===== src/rtl/vector_pkg.sv =====
// Shared vector-unit widths, FSM state type and operand beat layout,
// common to the VRF read and writeback sequencers.
package vector_pkg;
    localparam int els_c   = 32;
    localparam int vlen_c  = 8;
    localparam int vdw_c   = 32;
    localparam int lanes_c = 4;

    localparam int v_addr_width     = $clog2(els_c);
    localparam int local_addr_width = $clog2(vlen_c);
    localparam int vl_width         = $clog2(vlen_c + 1);

    typedef struct packed {
        logic [lanes_c*vdw_c-1:0] op0;
        logic [lanes_c*vdw_c-1:0] op1;
        logic [lanes_c-1:0]       mask;
        logic                     last;
    } op_beat_t;

    typedef enum logic {
        ST_IDLE = 1'b0,
        ST_RUN  = 1'b1
    } rd_state_e;
endpackage


===== src/rtl/vrf_rd_seq_if.sv =====
// Operand beat channel from the read sequencer to the lane datapath.
interface vrf_rd_seq_if;
    import vector_pkg::*;

    logic                     valid;
    logic                     ready;
    logic [lanes_c*vdw_c-1:0] op0;
    logic [lanes_c*vdw_c-1:0] op1;
    logic [lanes_c-1:0]       mask;
    logic                     last;

    modport master (output valid, op0, op1, mask, last, input ready);
    modport slave  (input valid, op0, op1, mask, last, output ready);
endinterface


===== src/rtl/vrf_rd_out_reg.sv =====
// Single-entry valid/ready output register: loads on enable, drops valid
// once the consumer takes the beat and nothing new is loaded.
module vrf_rd_out_reg
    import vector_pkg::*;
(
    input  logic                clk,
    input  logic                rst_n,
    input  logic                load,
    input  op_beat_t            beat,
    vrf_rd_seq_if.master        op
);
    op_beat_t beat_reg;
    logic     valid_reg;

    always_ff @(posedge clk or negedge rst_n) begin
        if (!rst_n) begin
            valid_reg <= 1'b0;
            beat_reg  <= '0;
        end else if (load) begin
            valid_reg <= 1'b1;
            beat_reg  <= beat;
        end else if (op.ready) begin
            valid_reg <= 1'b0;
        end
    end

    assign op.valid = valid_reg;
    assign op.op0   = beat_reg.op0;
    assign op.op1   = beat_reg.op1;
    assign op.mask  = beat_reg.mask;
    assign op.last  = beat_reg.last;
endmodule


===== src/rtl/vrf_rd_seq.sv =====
// VRF operand read sequencer: walks one instruction's vector in lane-wide
// beats, addresses the VRF per lane and registers the returned operands.
module vrf_rd_seq
    import vector_pkg::*;
#(
    parameter int els_p   = els_c,
    parameter int vlen_p  = vlen_c,
    parameter int vdw_p   = vdw_c,
    parameter int lanes_p = lanes_c
) (
    input  logic                                clk_i,
    input  logic                                reset_i,
    input  logic                                cmd_v_i,
    output logic                                cmd_ready_o,
    input  logic [$clog2(els_p)-1:0]            cmd_vs0_i,
    input  logic [$clog2(els_p)-1:0]            cmd_vs1_i,
    input  logic [$clog2(vlen_p+1)-1:0]         cmd_vl_i,
    output logic [lanes_p*$clog2(els_p)-1:0]    r_reg0_addr_o,
    output logic [lanes_p*$clog2(els_p)-1:0]    r_reg1_addr_o,
    output logic [lanes_p*$clog2(vlen_p)-1:0]   r_addr_o,
    input  logic [lanes_p*vdw_p-1:0]            r0_data_i,
    input  logic [lanes_p*vdw_p-1:0]            r1_data_i,
    output logic                                op_v_o,
    input  logic                                op_ready_i,
    output logic [lanes_p*vdw_p-1:0]            op0_data_o,
    output logic [lanes_p*vdw_p-1:0]            op1_data_o,
    output logic [lanes_p-1:0]                  op_mask_o,
    output logic                                op_last_o
);
    localparam int aw = $clog2(els_p);
    localparam int ew = $clog2(vlen_p);
    localparam int lw = $clog2(vlen_p + 1);
    localparam int bw = $clog2(vlen_p / lanes_p + 1);

    rd_state_e        state_reg, state_next;
    logic [bw-1:0]    beat_reg, beat_next;
    logic [aw-1:0]    vs0_reg, vs1_reg;
    logic [lw-1:0]    vl_reg, vl_eff, beats;
    logic             run, accept, load, last_beat;
    logic [lanes_p-1:0] active;
    logic [lw-1:0]    elem [lanes_p];
    op_beat_t         beat_d;

    vrf_rd_seq_if op_bus ();

    assign run         = (state_reg == ST_RUN);
    assign cmd_ready_o = (state_reg == ST_IDLE);
    assign accept      = cmd_v_i & cmd_ready_o;
    assign load        = run & (~op_bus.valid | op_ready_i);
    assign vl_eff      = (cmd_vl_i > lw'(vlen_p)) ? lw'(vlen_p) : cmd_vl_i;
    // Widen by one bit so vl + lanes-1 cannot wrap before the divide.
    assign beats       = lw'(({1'b0, vl_reg} + (lw+1)'(lanes_p - 1)) / (lw+1)'(lanes_p));
    assign last_beat   = (lw'(beat_reg) == beats - lw'(1));

    always_ff @(posedge clk_i or negedge reset_i) begin
        if (!reset_i) begin
            state_reg <= ST_IDLE;
            beat_reg  <= '0;
            vs0_reg   <= '0;
            vs1_reg   <= '0;
            vl_reg    <= '0;
        end else begin
            state_reg <= state_next;
            beat_reg  <= beat_next;
            if (accept) begin
                vs0_reg <= cmd_vs0_i;
                vs1_reg <= cmd_vs1_i;
                vl_reg  <= vl_eff;
            end
        end
    end

    always_comb begin
        state_next = state_reg;
        beat_next  = beat_reg;
        case (state_reg)
            ST_IDLE: begin
                if (accept && vl_eff != '0) begin
                    state_next = ST_RUN;
                    beat_next  = '0;
                end
            end
            ST_RUN: begin
                if (load) begin
                    beat_next = beat_reg + bw'(1);
                    if (last_beat) state_next = ST_IDLE;
                end
            end
        endcase
    end

    for (genvar gi = 0; gi < lanes_p; gi++) begin : g_lane
        assign elem[gi]   = lw'(beat_reg) * lw'(lanes_p) + lw'(gi);
        assign active[gi] = (elem[gi] < vl_reg);

        assign r_addr_o[gi*ew +: ew]      = run ? elem[gi][ew-1:0] : '0;
        assign r_reg0_addr_o[gi*aw +: aw] = run ? vs0_reg : '0;
        assign r_reg1_addr_o[gi*aw +: aw] = run ? vs1_reg : '0;

        // Lanes past the vector length carry zeros rather than stale VRF data.
        assign beat_d.op0[gi*vdw_p +: vdw_p] = active[gi] ? r0_data_i[gi*vdw_p +: vdw_p] : '0;
        assign beat_d.op1[gi*vdw_p +: vdw_p] = active[gi] ? r1_data_i[gi*vdw_p +: vdw_p] : '0;
    end

    assign beat_d.mask = active;
    assign beat_d.last = last_beat;

    vrf_rd_out_reg u_out_reg (
        .clk   (clk_i),
        .rst_n (reset_i),
        .load  (load),
        .beat  (beat_d),
        .op    (op_bus.master)
    );

    assign op_bus.ready = op_ready_i;
    assign op_v_o       = op_bus.valid;
    assign op0_data_o   = op_bus.op0;
    assign op1_data_o   = op_bus.op1;
    assign op_mask_o    = op_bus.mask;
    assign op_last_o    = op_bus.last;
endmodule


===== config.mk =====
export PLATFORM = sky130hd
export DESIGN_NAME = vrf_rd_seq
export DESIGN_NICKNAME = d
export VERILOG_FILES = /design/src/rtl/vector_pkg.sv /design/src/rtl/vrf_rd_seq_if.sv /design/src/rtl/vrf_rd_out_reg.sv /design/src/rtl/vrf_rd_seq.sv
export SDC_FILE = /design/constraint.sdc
export NUM_CORES = 1
export LEC_CHECK = 0
export CORE_AREA = 2 2 228 230
export DETAILED_ROUTE_END_ITERATION = 10
export DIE_AREA = 0 0 230 232
export GPL_TIMING_DRIVEN = 0
export PLACE_DENSITY = 0.63
export SYNTH_ARGS = -nofsm -noshare
export SYNTH_HDL_FRONTEND = slang
export SYNTH_HIERARCHICAL = 1
export SYNTH_SLANG_ARGS = --single-unit

===== constraint.sdc =====
create_clock -name clk_i -period 2.51 [get_ports clk_i]
set_input_delay 0.3765 -clock clk_i [delete_from_list [all_inputs] [get_ports clk_i]]
set_output_delay 0.3765 -clock clk_i [all_outputs]
set_load 0.05 [all_outputs]

==> flow_metrics.py <==
metrics = {
    "sta": {
        "tightest_slew_ns": 0.657,
        "finalCritPeriodShare": 0.945,
        "setup_viol_count_final": 0,
        "hold_ws_ns": 0.383,
        "drv_slew": 0,
        "fin_setup_tns_ns": 0,
        "rsz0062_at_grt": "true",
        "slew_headroom": 0.562,
        "layout_min_cycle_time_ns": 2.37,
        "hold_viol_final": 0,
        "fmax_ghz": 0.422,
        "clock-skew-final_ns": 0.0192,
        "fin_ws_ns": 0.139,
    },
    "logic_synthesis": {
        "synth_edf_count": 0,
        "synthesis.area_um2": 13500,
        "ys_ff_latch": 279,
        "syn_inst": 995,
        "yosysTopAreaCellShare": 0.517,
        "syn_avg_cell_area_um2": 13.6,
        "ys.warnings.count": 6,
        "synthTopCellsByArea": "dfrtp_1 52%, mux2_4 20%, and2_1 12%",
        "ys.flop_type": "dfrtp_1",
        "async_reset_ff_frac": 1.00,
        "synth_seq_area_share": 0.517,
        "yosysTopAreaCell": "dfrtp_1",
        "synth_cell_types": 33,
    },
    "route": {
        "via_per_inst": 4.18,
        "wl_um": 43400,
        "drc": 0,
        "first_iter_violations": 288,
        "num_vias": 9722,
        "firstDrtPassIters": 4,
        "detail-route-antenna-nets": 0,
        "detail_route.wl_per_cell_um": 18.7,
    },
    "run_status": {
        "status": "finished, final reports clean",
    },
    "clock_tree": {
        "clkLatencyLatePin_ns": 0.54,
        "cts_setup_buffers": 0,
        "clock_path_buffers": 3,
        "tritoncts": "done",
        "clk_pin_slew_ns": 0.06,
        "cts_sinks": 279,
        "cts.htree.levels": 2,
        "clock-root-buffer": "clkbuf_16",
        "cts_buffers": 35,
    },
    "placement": {
        "port_buffers": 584,
        "placed_cell_area_um2": 20300,
        "place_congestion": 0.820,
        "dp_slack_ns": -0.148,
        "place_hpwl_um": 32800,
    },
    "setup_path": {
        "critPathMaxStageDelay_ns": 0.56,
        "critical_path_class": "flop to primary output",
        "critical-path-slowest-cell": "dlygate4sd2_1",
        "critPathLaunchType": "flop",
        "crit_fanout": 10,
        "critPathCaptureType": "primary output",
        "required_ns": 2.13,
        "reg2reg_slack_ns": 0.18,
        "arrival_ns": 1.99,
        "crit_chain": "clkbuf_2, and2_1, dlygate4sd2_1",
    },
    "power_and_ir_drop": {
        "powerDensity_nw_per_um2": 1680,
        "power_leakage_nw": 9.69,
        "max-vdd-ir-drop_mv": 0.719,
    },
    "finish": {
        "fill_cells": 4828,
        "drive_gt1_frac": 0.273,
        "final_common_cell": "clkdlybuf4s50_1",
        "final_cell_mix": "538 x clkdlybuf4s50_1, 278 x dfrtp_1, 266 x and2_1",
        "area_growth_pct": 58.8,
        "stdcell_area_um2": 21500,
        "multi_input_area_um2": 5740,
        "nets": 1900,
        "regArea_um2": 6980,
    },
    "die": {
        "initial_utilization": 0.266,
        "coreArea_um2": 50900,
        "num_rows": 83,
        "dieHeight_um": 232,
        "die_x_um": 230,
        "die-area_um2": 53400,
        "pin_count": 589,
    },
    "job": {
        "cap_violations": 0,
    },
    "global_route": {
        "gr-total-overflow": 0,
        "track_usage": 0.160,
        "grt_pass1_vias": 10784,
        "grt_max_degree": 114,
        "grt_pass1_wl_um": 66200,
        "antenna_found_initial": 2,
    },
    "worst_hold_path": {
        "worstHoldPathType": "input port to flop",
    },
}
## cell families (layout without fill, tap and decap cells)
kind of cell / Yosys count / in the layout / share of synthesized area
xor gates and xnor gates: 5 / 5 / 0.00324
muxes: 261 / 261 / 0.267
and+or+nand+nor: 316 / 316 / 0.140
DFF: 279 / 279 / 0.517
other: 1 / 6 / 0.000278
AOI/OAI and AO/OA: 19 / 19 / 0.00991
adders and majority gates: 4 / 4 / 0.00370
buffers and inverters: 110 / 756 / 0.0593
## layer usage
layer | global-route usage | part of all wire | up-vias
li1 | - | - | 4485
met4 | 0.0645 | 0.037 | 2
met5 | 0 | 0.00030 | -
met1 | 0.191 | 0.41 | 4776
met3 | 0.0448 | 0.068 | 89
met2 | 0.274 | 0.49 | 370
## cells in the mapped netlist (all sizes together), types with 2 or more instances
| library cell | n |
|---|---|
| buf | 82 |
| a21o | 3 |
| nand3b | 2 |
| nand2 | 34 |
| and2 | 266 |
| nor3b | 2 |
| clkbuf | 20 |
| mux2 | 261 |
| nand2b | 2 |
| xnor2 | 4 |
| dfrtp | 279 |
| ha | 4 |
| nor2b | 2 |
| nand3 | 2 |
| o21ai | 7 |
| a21oi | 4 |
| inv | 8 |
| nor2 | 3 |
## stage by stage
step / total power, mW / instances / utilization
6_report: 36.0 / 2326 / 0.422
5_1_grt: 38.0 / 2324 / 0.422
3_3_place_gp: 31.1 / 2262 / 0.397
4_1_cts: 36.6 / 2324 / 0.422
2_1_floorplan: 23.9 / 998 / -
3_5_place_dp: 31.4 / 2264 / 0.399
## layout make-up
type / instances / share of cell area
multi-input combinational: 609 / 0.268
inverter: 8 / 0.00140
tap: 680 / 0.0397
timing repair buffer: 587 / 0.276
buffer: 102 / 0.0365
sequential: 279 / 0.325
clock buffer: 54 / 0.0489
clock inverter: 5 / 0.00367
antenna: 2 / 0.000233
## report_power, final
part           total (mW)  switching [mW]  internal (mW)
registers            7.48            1.06           6.42
logic                23.5            13.5           10.0
clock network        5.02            1.95           3.07
total                36.0            16.5           19.5
## worst max-delay path, delay by kind of cell (launching register included)
kind	cells	cell delay, ns
flip-flops	1	0.45
buffers and inverters	2	0.81
AND/OR/NAND/NOR	1	0.22
## path summary, 6_finish.rpt
path,end,cells after the start,start
max in group asynchronous,u_out_reg/op.op1[62]$_DFFE_PN0P_,3,reset_i
min in group asynchronous,u_out_reg/op.op0[112]$_DFFE_PN0P_,2,reset_i
max,r_reg0_addr_o[0],3,run$_DFF_PN0_
max reg2reg,u_out_reg/op.op0[103]$_DFFE_PN0P_,7,vl_reg[3]$_DFFE_PN0P_
min,vs0_reg[0]$_DFFE_PN0P_,3,cmd_vs0_i[0]
min reg2reg,vs0_reg[1]$_DFFE_PN0P_,2,vs0_reg[1]$_DFFE_PN0P_
## repair_timing
| item | CTS | global route |
|---|---|---|
| endpoints found under the hold margin | 71 | 0 |
| resized for setup | 114 | 18 |
| setup endpoints to repair | 66 | 74 |
| hold buffers | 1 | 0 |
No activity file was read; power rests on OpenSTA's default activity.
